--- src/rtl/imem_load_ctrl.sv ---
// ---------------------------------------------------------------------------
// imem_load_ctrl
//
// Streams a program from a loader into instruction memory, waits a short
// settling delay, then hands the memory over to the fetch stage until the
// fetch stage reports the end of the program. A new load may then start.
//
// Parameters
//   ADDR_W     instruction memory word-address width (depth 2**ADDR_W words)
//   RUN_DELAY  idle cycles between the last load word and run_flag (0..15)
//
// Ports
//   clk, reset       rising-edge clock, asynchronous active-high reset
//   load_valid/load_data/load_last/load_ready
//                    loader word handshake; load_last marks the final word
//   fetch_addr       byte address from fetch stage (word index used in RUN)
//   run_finished     end-of-program pulse from fetch stage
//   mem_we/mem_addr/mem_wdata/mem_rdata
//                    instruction memory port (read data is combinational)
//   fetch_data       instruction word to the fetch stage (0 outside RUN)
//   run_flag         fetch stage run enable
//   load_count       words written in the current load
//   overflow         sticky: program did not fit in memory
//   load_checksum    running sum of written words
//
// Configuration
//   IMEM_LOAD_CHECKSUM_EN  when defined, load_checksum is the modulo-2**32
//                          sum of the words written in the current load;
//                          otherwise it is tied to zero.
// ---------------------------------------------------------------------------
module imem_load_ctrl #(
    parameter int ADDR_W    = 10,
    parameter int RUN_DELAY = 2
) (
    input  logic              clk,
    input  logic              reset,
    input  logic              load_valid,
    input  logic [31:0]       load_data,
    input  logic              load_last,
    output logic              load_ready,
    input  logic [31:0]       fetch_addr,
    input  logic              run_finished,
    output logic              mem_we,
    output logic [ADDR_W-1:0] mem_addr,
    output logic [31:0]       mem_wdata,
    input  logic [31:0]       mem_rdata,
    output logic [31:0]       fetch_data,
    output logic              run_flag,
    output logic [ADDR_W:0]   load_count,
    output logic              overflow,
    output logic [31:0]       load_checksum
);

    localparam logic [2:0] S_IDLE  = 3'd0;
    localparam logic [2:0] S_LOAD  = 3'd1;
    localparam logic [2:0] S_START = 3'd2;
    localparam logic [2:0] S_RUN   = 3'd3;
    localparam logic [2:0] S_DONE  = 3'd4;

    localparam logic [ADDR_W:0] DEPTH     = {1'b1, {ADDR_W{1'b0}}};
    localparam logic [ADDR_W:0] COUNT_ONE = (ADDR_W+1)'(1);
    localparam logic [3:0]      DELAY     = 4'(RUN_DELAY);

    logic [2:0] state;
    logic [3:0] start_cnt;
    logic       fresh;
    logic       accept;
    logic       write_en;

    // Only the word-index bits of the fetch address address the memory.
    logic unused_fetch_bits;
    assign unused_fetch_bits = ^{fetch_addr[31:ADDR_W+2], fetch_addr[1:0]};

    // IDLE and DONE both begin a fresh load, so their first word goes to 0
    // regardless of whatever count the previous load left behind.
    assign fresh      = (state == S_IDLE) || (state == S_DONE);
    assign load_ready = fresh || (state == S_LOAD);
    assign accept     = load_valid && load_ready;
    assign write_en   = accept && (fresh || (load_count < DEPTH));

    assign mem_we     = write_en;
    assign mem_wdata  = load_data;
    assign run_flag   = (state == S_RUN);
    assign fetch_data = run_flag ? mem_rdata : 32'd0;

    // Memory address: load position while loading, fetch word index while
    // running, and zero otherwise (also zero for the first word of a load).
    always_comb begin
        mem_addr = '0;
        case (state)
            S_LOAD:  mem_addr = load_count[ADDR_W-1:0];
            S_RUN:   mem_addr = fetch_addr[ADDR_W+1:2];
            default: mem_addr = '0;
        endcase
    end

    // Main control FSM. Once memory is full, further words are dropped and
    // flagged as overflow, but load_last still ends the load.
    always_ff @(posedge clk or posedge reset) begin
        if (reset) begin
            state      <= S_IDLE;
            start_cnt  <= 4'd0;
            load_count <= '0;
            overflow   <= 1'b0;
        end else begin
            case (state)
                S_IDLE, S_DONE: begin
                    if (accept) begin
                        load_count <= COUNT_ONE;
                        overflow   <= 1'b0;
                        if (load_last) begin
                            state     <= S_START;
                            start_cnt <= DELAY;
                        end else begin
                            state <= S_LOAD;
                        end
                    end
                end
                S_LOAD: begin
                    if (accept) begin
                        if (load_count < DEPTH) begin
                            load_count <= load_count + COUNT_ONE;
                        end else begin
                            overflow <= 1'b1;
                        end
                        if (load_last) begin
                            state     <= S_START;
                            start_cnt <= DELAY;
                        end
                    end
                end
                S_START: begin
                    if (start_cnt == 4'd0) begin
                        state <= S_RUN;
                    end else begin
                        start_cnt <= start_cnt - 4'd1;
                    end
                end
                S_RUN: begin
                    if (run_finished) begin
                        state <= S_DONE;
                    end
                end
                default: state <= S_IDLE;
            endcase
        end
    end

`ifdef IMEM_LOAD_CHECKSUM_EN
    logic [31:0] checksum;

    // Sum of written words; the first word of a new load restarts the sum.
    always_ff @(posedge clk or posedge reset) begin
        if (reset) begin
            checksum <= 32'd0;
        end else if (write_en) begin
            checksum <= fresh ? load_data : (checksum + load_data);
        end
    end

    assign load_checksum = checksum;
`else
    assign load_checksum = 32'd0;
`endif

endmodule
--- config.mk ---
export PLATFORM = sky130hd
export DESIGN_NAME = imem_load_ctrl
export DESIGN_NICKNAME = d
export VERILOG_FILES = /design/src/rtl/imem_load_ctrl.sv
export SDC_FILE = /design/constraint.sdc
export NUM_CORES = 1
export LEC_CHECK = 0
export ABC_CLOCK_PERIOD_IN_PS = 4400
export BUFFER_PORTS_ARGS = -buffer_cell sky130_fd_sc_hd__buf_2
export CORE_AREA = 2 2 87 89
export DETAILED_ROUTE_END_ITERATION = 7
export DIE_AREA = 0 0 89 91
export GPL_TIMING_DRIVEN = 0
export PLACE_DENSITY = 0.72
export RECOVER_POWER = 25
export SLEW_MARGIN = 20
export SYNTH_ARGS = -nofsm -noshare
export SYNTH_HDL_FRONTEND = slang
export SYNTH_SLANG_ARGS = --single-unit
--- constraint.sdc ---
create_clock -name clk -period 4.4 [get_ports clk]
set_clock_uncertainty 0.2 [all_clocks]
set_input_delay 1.32 -clock clk [delete_from_list [all_inputs] [get_ports clk]]
set_output_delay 1.32 -clock clk [all_outputs]
set_load 0.01 [all_outputs]
==> reports/metrics.yaml <==
global_routing:
  grt_max_degree: 20
  antenna_found_initial: 0
  grt_pass1_vias: 1887
  grt_overflow: 0
  grt.total_usage: 0.128
  grt_pass1_wl_um: 8620
synthesis:
  muxShareOfSynthArea: 0.0137
  post_synth.cell_area_avg_sq_um: 8.42
  synth_edf_count: 0
  ys.flop_type: "dfrtp_1"
  yosysMostFrequentCell: "buf_4"
  synth_largest_area_cell: "buf_4"
  ys_types: 45
  synth-xor-area-share: 0.0319
  yosys_warnings: 0
  yosys.area_share.simple: 0.267
  synth_area_leaders: "buf_4 26%, dfrtp_1 25%, and2_1 11%"
  synthAdderAreaFrac: 0.0196
  synth_common_cells: "66 x buf_4, 34 x and2_1, 19 x dfrtp_1"
  netlist_area_sq_um: 1920
  synth-async-reset-ratio: 1.00
  synth_top_area_frac: 0.258
  synth_top_family_by_area: "buffers and inverters"
  synth_compound_area_frac: 0.123
  netlist_instances: 228
  seq_area_frac_synth: 0.248
  synth_seq_cells: 19
clock_tree:
  cts_max_level: 1
  postCtsHoldBufs: 0
  cts_tree: "yes"
  cts_root_buf: "clkbuf_8"
  clk_pin_slew_ns: 0.07
  cts_resized: 0
  cts_buffer_depth: 2
  cts_setup_buffers: 0
  worstSkewPairLatency_ns: 0.25
  numCtsBuffers: 3
  clock_sinks: 19
finish:
  fillerInstances: 748
  final_area_sq_um: 2870
  areaGrowthSynthToFinish_pct: 49.5
  nets: 503
  diodes: 0
  layout-drive-gt1-share: 0.548
routing:
  wl_per_cell_um: 11.2
  routed_wl_um: 5570
  final_antenna_net_count: 0
  wl_met3_um: 569
  wl_met2_um: 2890
  firstDrtPassIters: 4
  vias_per_cell: 4.09
  vias: 2035
  drt-met1-wl_um: 2050
  routed.top_layer: "met4"
  drt-initial-drc-count: 111
  drc: 0
setup_path:
  cp-start-kind: "primary input"
  cp.required_ns: 2.88
  r2r_end: "start_cnt[1]"
  r2r-start: "start_cnt[0]"
  crit_type: "primary input to primary output"
  endpoint_kind: "primary output"
  worstPathArrival_ns: 2.32
  r2r_slack_ns: 2.49
  worstPathMaxFanout: 10
  rr_worst_depth: 6
floorplan:
  core-area_sq_um: 7140
  fp.dieH_um: 91
  initial_core_util: 0.269
  io_pins: 222
  rows: 31
  die-area_sq_um: 8100
  dieWidth_um: 89
timing:
  period_minus_slack_ns: 3.84
  max_slew_margin: 0.500
  min_period_over_period: 0.874
  drv_slew: 0
  rsz0062_at_grt: "false"
  setup-violations-final: 0
  fmax_mhz: 260
  finalHoldViolCount: 0
  worst_slew_pin_slew_ns: 0.749
  setup_tns_ns: 0
hold_path:
  holdPathEnd: "start_cnt[3]"
  hp-class: "register to register"
  hold_path.startpoint: "start_cnt[3]"
  worstHoldPathCells: 1
placed_design:
  port_buffers: 135
  gp_congestion: 0.817
  placed_area_sq_um: 2840
  hpwl_um: 4760
power:
  powerDensity_nw_per_um2: 349
  power_leakage_uw: 0.00175
  ir_drop_uv: 127
run_status:
  status: "completed"
job:
  cap_violations: 0
[layout make-up]
class | count | area, sq um | share of cell area
plain buffers | 75 | 542 | 0.189
clock buffers | 3 | 41.3 | 0.0144
flip-flops and latches | 19 | 475 | 0.166
repair buffers | 135 | 673 | 0.235
clock inverters | 1 | 5.00 | 0.00174
well taps | 99 | 124 | 0.0432
multi-input cells | 159 | 987 | 0.344
inverters | 6 | 22.5 | 0.00785
[sequential cells by signal (all words and copies together) (netlist names)]
register and flops:
overflow 1, start_cnt 4, state 3, load_count 11
[metrics by stage]
| stage | util | total power, uW | instances | hold slack (ns) | worst slack [ns] |
|---|---|---|---|---|---|
| floorplan | - | 694 | 259 | 0.258 | 1.01 |
| detailed placement | 0.397 | 897 | 493 | 0.294 | 0.635 |
| global placement | 0.397 | 880 | 493 | 0.280 | 0.642 |
| CTS | 0.404 | 1020 | 497 | 0.307 | 0.636 |
| finish | 0.402 | 1000 | 497 | 0.304 | 0.556 |
| global route | 0.402 | 1080 | 497 | 0.328 | 0.419 |
[routing by layer]
layer	global-route usage	up-vias
met3	0.0218	4
met2	0.234	122
met4	0.0348	0
met1	0.152	911
met5	0	-
li1	-	998
[cell families after synthesis]
| family | after synthesis |
|---|---|
| AOI/OAI and AO/OA | 29 |
| and+or+nand+nor | 86 |
| xor gates and xnor gates | 7 |
| muxes | 2 |
| adders and majority gates | 3 |
| other | 1 |
| DFF | 19 |
| buffers and inverters | 81 |
[cells in the final DEF, fill, tap and decap left out, drive strengths merged]
| cell type | synthesis | final |
|---|---|---|
| conb | 1 | 32 |
| xor2 | 7 | 7 |
| a31oi | 2 | 2 |
| nor4b | 1 | 1 |
| and4b | 1 | 1 |
| and3 | 4 | 4 |
| a22o | 10 | 10 |
| nand4 | 6 | 6 |
| clkbuf | 2 | 9 |
| or3b | 2 | 2 |
| dfrtp | 19 | 19 |
| a22oi | 2 | 2 |
| ha | 3 | 3 |
| mux2 | 2 | 2 |
| o41ai | 1 | 1 |
| nor2b | 2 | 2 |
| o31ai | 1 | 1 |
| nand2 | 10 | 10 |
| a311oi | 1 | 1 |
| nand3 | 3 | 3 |
| a21oi | 5 | 5 |
| nand2b | 1 | 1 |
| clkinv | 0 | 1 |
| inv | 6 | 6 |
| nor3 | 1 | 1 |
| and2 | 35 | 35 |
| and2b | 2 | 2 |
| a41o | 1 | 1 |
| buf | 73 | 204 |
| nor3b | 2 | 2 |
| o21a | 1 | 1 |
| and4 | 1 | 1 |
| o21ai | 5 | 5 |
| nor2 | 15 | 15 |
[worst max path at each step]
| stage | startpoint | to | slack (ns) | cells after the start |
|---|---|---|---|---|
| final | load_valid | mem_we | 0.56 | 6 |
| after CTS | load_valid | mem_we | 0.64 | 6 |
| after floorplan | load_valid | mem_we | 1.01 | 4 |
| after detailed placement | load_valid | mem_we | 0.64 | 6 |
| after global placement | load_valid | mem_we | 0.64 | 6 |
| after global routing | load_valid | mem_we | 0.42 | 6 |
[power breakdown]
part           switching (uW)  internal (uW)  total, uW
Clock                    59.1           62.8        122
Combinational             342            290        632
Sequential               35.7            212        248
Total                     436            565       1000
[critical path, stage by stage]
cell	delay (ns)
clkbuf_1	0.18
and2b_1	0.23
buf_2	0.25
nand2_1	0.11
inv_1	0.10
buf_2	0.13
Note: power is estimated with default switching activity, not from simulation.
